--- src/rtl/binary_counter_core.sv ---
// rtl/binary_counter_core.sv - up/down display counter stepped by a prescaled tick or a debounced button
module binary_counter_core #(
    parameter int WIDTH           = 6,
    parameter int CLK_HZ          = 50000000,
    parameter int TICK_HZ         = 1,
    parameter int DEBOUNCE_CYCLES = 1000000
) (
    input  logic             clk,
    input  logic             reset,
    input  logic             run,
    input  logic             manual_mode,
    input  logic             step_btn,
    input  logic             up_dn,
    input  logic             load,
    input  logic [WIDTH-1:0] load_val,
    output logic [WIDTH-1:0] q,
    output logic             tick,
    output logic             wrap
);

    localparam int DIV = CLK_HZ / TICK_HZ;
    localparam int PW  = $clog2(DIV);
    localparam int DW  = (DEBOUNCE_CYCLES > 1) ? $clog2(DEBOUNCE_CYCLES) : 1;
    localparam logic [PW-1:0] PRE_MAX = PW'(DIV - 1);
    localparam logic [DW-1:0] DEB_MAX = DW'(DEBOUNCE_CYCLES - 1);

    typedef enum logic [1:0] {IDLE_LOW, WAIT_HIGH, HIGH, WAIT_LOW} deb_state_t;

    logic [PW-1:0] prescaler;
    logic          auto_active;
    logic          auto_en;
    logic          sync_meta;
    logic          sync_btn;
    deb_state_t    deb_state;
    deb_state_t    deb_state_next;
    logic [DW-1:0] deb_cnt;
    logic [DW-1:0] deb_cnt_next;
    logic          step_en;
    logic          count_en;

    // Leaving auto mode or dropping run restarts the tick period from zero.
    assign auto_active = run & ~manual_mode;
    assign auto_en     = auto_active && (prescaler == PRE_MAX);

    always_ff @(posedge clk or posedge reset) begin
        if (reset) begin
            prescaler <= '0;
        end else if (!auto_active || auto_en) begin
            prescaler <= '0;
        end else begin
            prescaler <= prescaler + PW'(1);
        end
    end

    always_ff @(posedge clk or posedge reset) begin
        if (reset) begin
            sync_meta <= 1'b0;
            sync_btn  <= 1'b0;
        end else begin
            sync_meta <= step_btn;
            sync_btn  <= sync_meta;
        end
    end

    always_ff @(posedge clk or posedge reset) begin
        if (reset) begin
            deb_state <= IDLE_LOW;
            deb_cnt   <= '0;
        end else begin
            deb_state <= deb_state_next;
            deb_cnt   <= deb_cnt_next;
        end
    end

    // Only the rising-level acceptance emits a step; the release path just re-arms.
    always_comb begin
        deb_state_next = deb_state;
        deb_cnt_next   = deb_cnt;
        step_en        = 1'b0;
        case (deb_state)
            IDLE_LOW: begin
                if (sync_btn) begin
                    deb_state_next = WAIT_HIGH;
                    deb_cnt_next   = '0;
                end
            end
            WAIT_HIGH: begin
                if (!sync_btn) begin
                    deb_state_next = IDLE_LOW;
                end else if (deb_cnt == DEB_MAX) begin
                    deb_state_next = HIGH;
                    step_en        = 1'b1;
                end else begin
                    deb_cnt_next = deb_cnt + DW'(1);
                end
            end
            HIGH: begin
                if (!sync_btn) begin
                    deb_state_next = WAIT_LOW;
                    deb_cnt_next   = '0;
                end
            end
            WAIT_LOW: begin
                if (sync_btn) begin
                    deb_state_next = HIGH;
                end else if (deb_cnt == DEB_MAX) begin
                    deb_state_next = IDLE_LOW;
                end else begin
                    deb_cnt_next = deb_cnt + DW'(1);
                end
            end
            default: deb_state_next = IDLE_LOW;
        endcase
    end

    assign count_en = manual_mode ? step_en : auto_en;

    // Load wins; a count request in the same cycle is lost rather than queued.
    always_ff @(posedge clk or posedge reset) begin
        if (reset) begin
            q    <= '0;
            tick <= 1'b0;
            wrap <= 1'b0;
        end else if (load) begin
            q    <= load_val;
            tick <= 1'b0;
            wrap <= 1'b0;
        end else if (count_en) begin
            tick <= 1'b1;
            if (up_dn) begin
                q    <= q + WIDTH'(1);
                wrap <= &q;
            end else begin
                q    <= q - WIDTH'(1);
                wrap <= ~|q;
            end
        end else begin
            tick <= 1'b0;
            wrap <= 1'b0;
        end
    end

endmodule

--- config.mk ---
export PLATFORM = sky130hd
export DESIGN_NAME = binary_counter_core
export DESIGN_NICKNAME = d
export VERILOG_FILES = /design/src/rtl/binary_counter_core.sv
export SDC_FILE = /design/constraint.sdc
export NUM_CORES = 1
export LEC_CHECK = 0
export BUFFER_PORTS_ARGS = -buffer_cell sky130_fd_sc_hd__buf_2
export CAP_MARGIN = 0
export CORE_AREA = 2 2 94 96
export DETAILED_ROUTE_END_ITERATION = 6
export DIE_AREA = 0 0 96 98
export SYNTH_ARGS = -nofsm -noshare
export SYNTH_HDL_FRONTEND = slang
export SYNTH_SLANG_ARGS = --single-unit
--- constraint.sdc ---
create_clock -name clk -period 4.39 [get_ports clk]
set_clock_uncertainty 0.05 [all_clocks]
set_input_delay 0.2195 -clock clk [delete_from_list [all_inputs] [get_ports clk]]
set_output_delay 0.2195 -clock clk [all_outputs]
set_load 0.01 [all_outputs]
==> results.tsv, run 1 <==
metric	value	unit
H-tree levels	3	
Die Width	96	um
drt total wl	6.80	mm
Yosys warnings	0	
PortBufs	20	
gr usage total	16.0	%
Post-DP HPWL	4.74	mm
Placeable Area	8470	um2
Slew Limit Fails	0	
Startpoint Class	flop	
syn avg cell area	9.43	um2
endpoint type of the worst setup path	flop	
drt wl/cell	14.1	um
synthesis-to-layout area growth	12.3	%
Slew headroom	38.1	%
via density per instance	5.39	
PwrDens	314	nW/um2
clock root cell	clkbuf_8	
Synth Instances	348	
Synth Net Count	368	
Synth Flop Type	dfrtp_1	
kind of critical path	reg -> reg	
sequential area share after synthesis	44.2	%
slack of the critical path	1.93	ns
first-pass GRT wire length	11.8	mm
pre-CTS WS	1.92	ns
peak supply drop	154	uV
vias in the first global route	2518	
grt ovf	0	
TNS Setup	0	ns
CTS Buf Count	9	
Ports	21	
CP Data Arrival Time	2.63	ns
largest net degree at the start of global routing	59	
fin cells	482	
initial core utilization	38.8	%
Worst Path Required	4.56	ns
final setup vio count	0	
CTS tree	built	
diode count	0	
final hold vios	0	
Max Cap Viol	0	
fin nets	389	
commonest cells after routing, fill and taps aside	dfrtp_1, nor2_1, nand3_1	
router iterations before antenna repair	6	
synthesis-stage register bit count	58	
initial antenna violation count	0	
final cycle utilization of the critical path	56.1	%
post-route ant nets	0	
most common cell after layout, fill and taps aside	dfrtp_1	
drt drc	0	
fraction of layout cells with a size suffix above 1	13.4	%
height of the die	98	um
outcome	complete, no violations	
post-route cell area	3690	um2
fmax	406	MHz
routed vias	2596	
Worst Max-Slew Pin Slew	0.929	ns
row count	34	
Sink Count	58	
placed instance count	465	
area of the mapped netlist	3280	um2
placed cell areas	3480	um2
Bufs on Longest Clock Path	2	
worst-skew pair later-pin latency	0.34	ns
Fillers	808	
drt first-iter violations	119	
number of synthesized flops with an enable pin	0	
Async S/R FF share, synth	100	%
Final min period	2.46	ns
worst-path fanout max	7	
Lkg Pwr	1.52	nW
clk slew on worst S/H paths	0.07	ns
unique cell type count in the Yosys netlist	46	
die area	9410	um2
RSZ-0062 raised after global routing	no	
GP Congestion	0.801	
Hold Path Class	in -> async	
Post-CTS Resized	0	
==> layer usage <==
layer | wire length (um) | GRT usage [%]
met4 | 65 | 4.29
met3 | 209 | 4.71
met5 | 0 | 0
met2 | 3260 | 24.6
met1 | 3270 | 22.0
==> Yosys cell counts, types with 11 or more instances <==
library cell,number,share of area [%]
a21oi_1,17,2.6
and3_1,12,2.3
nand2_1,24,2.7
dfrtp_1,58,44
nand3_1,26,4.0
inv_1,11,1.3
xnor2_1,20,5.3
nor3_1,11,1.7
o21ai_0,15,2.3
nand4_1,13,2.5
nor2_1,37,4.2
==> sequential cells by signal (all words and copies together) (netlist names), named ones only <==
signal,count
sync_btn,1
prescaler,26
tick,1
q,6
deb_state,1
deb_cnt,20
wrap,1
sync_meta,1
==> timing repair <==
item                                   CTS  global route
hold buffers                             1             0
buffers inserted                         0             0
endpoints found under the hold margin    1             0
==> worst paths after layout <==
path | start | to | slack (ns) | depth (start not counted)
max in group asynchronous | reset | deb_cnt[18] | 3.76 | 3
setup / recovery | prescaler[16] | q[3] | 1.93 | 5
hold reg to reg | sync_meta | sync_btn | 0.34 | 0
hold / removal | reset | prescaler[10] | 0.04 | 3
setup reg to reg | prescaler[16] | q[3] | 1.93 | 5
min in group clk | load_val[2] | q[2] | 0.06 | 3
==> power by group <==
| part | internal (mW) | switching [mW] | total, mW |
|---|---|---|---|
| sequential | 0.545 | 0.0134 | 0.558 |
| combinational | 0.0399 | 0.0571 | 0.0970 |
| clock | 0.293 | 0.211 | 0.504 |
==> metrics by stage <==
stage / util [%] / power [mW] / hold WS [ns]
after floorplan: - / 0.634 / 0.201
after global placement: 41.1 / 0.664 / 0.277
after detailed placement: 41.1 / 0.665 / 0.280
after CTS: 43.5 / 1.17 / 0.0414
after global routing: 43.5 / 1.21 / 0.0632
final: 43.5 / 1.16 / 0.0446
==> critical path, stage by stage, from the launching register on <==
cell and delay, ns:
dfrtp_1 0.46, or4bb_1 0.53, nor4_1 0.52, a32oi_4 0.18, mux2_1 0.36, mux2_2 0.25
==> logic make-up (layout without fill, tap and decap cells) <==
group | Yosys count | count (layout) | synth area share (%)
XOR/XNOR | 30 | 30 | 8.00
AO/OA/AOI/OAI | 54 | 54 | 10.7
adder cells (fa/ha/maj) | 7 | 7 | 2.90
buffers and inverters | 24 | 50 | 3.05
multiplexers | 13 | 13 | 4.23
flip-flops | 58 | 58 | 44.2
AND/OR/NAND/NOR | 162 | 162 | 26.9
==> cell type report <==
type                    count  area, um2  share of cell area [%]
well taps                 108        135                    3.67
inverters                  11       41.3                    1.12
multi-input cells         266       1740                    47.1
clock inverters             2       35.0                   0.950
flip-flops and latches     58       1450                    39.4
clock buffers              14        163                    4.41
repair buffers             23        125                    3.39
Power figures use the tool's default switching activity.
==> inputs of run 2 (changes only) <==
Clock period 4.39 ns to 2.1 ns, I/O delays scaled along.
==> run 2 against run 1 <==
Net effect: the flow now finishes with violations (negative setup slack); critical endpoint unchanged; combinational power increased to 3.1 times the previous value; register-to-register slack got worse by 1.9 ns; final cell count increased by 13%; setup slack got worse by 1.9 ns; hold slack improved by 0.028 ns; final area increased by 20%; sequential cell count unchanged; non-clock buffer count increased by 63; clock power increased by 97%; first-iteration DRC count decreased by 0.84%; core utilization increased by 8.7 points.
==> results.tsv, run 2 (synthesis gave the netlist of run 1 again) <==
metric	value	unit
diode count	0	
Hold Path Class	in -> reg	
Worst Path Required	2.27	ns
PortBufs	20	
final hold vios	0	
slack of the critical path	-0.0164	ns
Reg2Reg Setup Slack	-0.02	ns
die area	9410	um2
outcome	complete, but fails checks	
Max Cap Viol	0	
height of the die	98	um
Placeable Area	8470	um2
initial antenna violation count	0	
fin nets	453	
clk slew on worst S/H paths	0.06	ns
Die Width	96	um
routed vias	2943	
CP Data Arrival Time	2.29	ns
Slew headroom	62.7	%
Top reg by flops	prescaler	
Sink Count	58	
post-route ant nets	0	
Worst Max-Slew Pin Slew	0.555	ns
Post-DP HPWL	5.70	mm
Largest register FFs	26	
most common cell after layout, fill and taps aside	dfrtp_1	
Final min period	2.12	ns
drt first-iter violations	118	
initial core utilization	38.8	%
router iterations before antenna repair	4	
clock root cell	clkbuf_8	
Ports	21	
synthesis-to-layout area growth	34.8	%
grt ovf	0	
via density per instance	5.40	
row count	34	
vias in the first global route	2790	
r2r worst-path depth	5	
fmax	472	MHz
largest net degree at the start of global routing	40	
H-tree levels	3	
Slew Limit Fails	0	
placed instance count	507	
worst-skew pair later-pin latency	0.34	ns
RSZ-0062 raised after global routing	yes	
endpoint type of the worst setup path	flop	
PwrDens	553	nW/um2
CP Capture Point	q[3]	
Worst R2R Start	prescaler[16]	
violated checks	negative setup slack	
gr usage total	17.9	%
kind of critical path	reg -> reg	
drt total wl	8.32	mm
fraction of layout cells with a size suffix above 1	29.1	%
final cycle utilization of the critical path	101	%
commonest cells after routing, fill and taps aside	dfrtp_1, buf_4, nor2_1	
drt drc	0	
Bufs on Longest Clock Path	2	
final setup vio count	2	
Layout Utilization	52.3	%
Lkg Pwr	1.91	nW
Startpoint Class	flop	
CTS tree	built	
first-pass GRT wire length	13.2	mm
largest registers	prescaler x26, deb_cnt x20, q x6	
GP Congestion	0.879	
worst-path fanout max	4	
fin cells	545	
peak supply drop	285	uV
r2r endpoint	q[3]	
drt wl/cell	15.3	um
crit path launch	prescaler[16]	
CTS Buf Count	9	
run 2: cell count changes in the layout (fill, tap and decap cells not counted), moves of 4 or more:
cell           delta
a21oi_1           -4
buf_12            +4
buf_4            +48
dlygate4sd3_1     +7
nor4_1            -5
o21ai_0           -4
o21ai_1           +4
run 2: layer usage:
| layer | global-route usage (%) | vias up | wire length, um |
|---|---|---|---|
| li1 | - | 1431 | - |
| met1 | 22.7 | 1441 | 3660 |
| met2 | 29.2 | 55 | 4270 |
| met3 | 5.09 | 16 | 256 |
| met4 | 6.04 | 0 | 131 |
| met5 | 0 | - | 0 |
run 2: final cells by class:
| cell class | instances | area, um2 |
|---|---|---|
| Inverter | 11 | 41.3 |
| Clock buffer | 12 | 145 |
| Fill cell | 759 | 4040 |
| Sequential cell | 58 | 1450 |
| Multi-Input combinational cell | 267 | 1890 |
| Tap cell | 108 | 135 |
| Timing Repair Buffer | 86 | 722 |
| Clock inverter | 3 | 40.0 |
run 2: repair_timing:
item	CTS	global route
endpoints found under the hold margin	26	0
buffers inserted	0	11
pin swaps	0	13
hold buffers	8	0
gates resized for setup	3	23
setup endpoints to repair	2	21
gates cloned	0	4
run 2: worst min path at each step:
| stage | start | depth (start not counted) | slack [ns] | to |
|---|---|---|---|---|
| floorplan | step_btn | 0 | 0.09 | sync_meta |
| global placement | reset | 2 | 0.09 | prescaler[25] |
| detailed placement | reset | 2 | 0.09 | prescaler[22] |
| CTS | load | 2 | 0.03 | tick |
| global route | load | 2 | 0.08 | tick |
| finish | load | 2 | 0.07 | tick |
run 2: per-stage QoR:
stage | total power [mW] | instance area, um2 | setup slack [ns] | TNS (ns) | hold WS [ns]
6_report | 2.45 | 4430 | -0.0164 | -0.0234 | 0.0731
5_1_grt | 2.57 | 4430 | -0.0901 | -0.419 | 0.0778
4_1_cts | 2.47 | 4160 | -0.0273 | -0.0506 | 0.0343
3_5_place_dp | 1.43 | 3880 | -0.0489 | -0.0673 | 0.0853
3_3_place_gp | 1.42 | 3880 | 0.00701 | 0 | 0.0865
2_1_floorplan | 1.33 | 3320 | 0.00547 | 0 | 0.0864
run 2: power breakdown:
group          switching [mW]  total (mW)  internal [mW]  leakage (nW)
Clock                   0.424       0.994          0.570        0.0962
Combinational           0.153       0.299          0.147          1.02
Sequential             0.0176        1.16           1.14         0.787
run 2: critical path, stage by stage, from the launching register on:
cell     delay (ns)
dfrtp_1        0.38
or4bb_4        0.56
nor4_4         0.30
a32oi_4        0.12
mux2_4         0.33
mux2_4         0.27
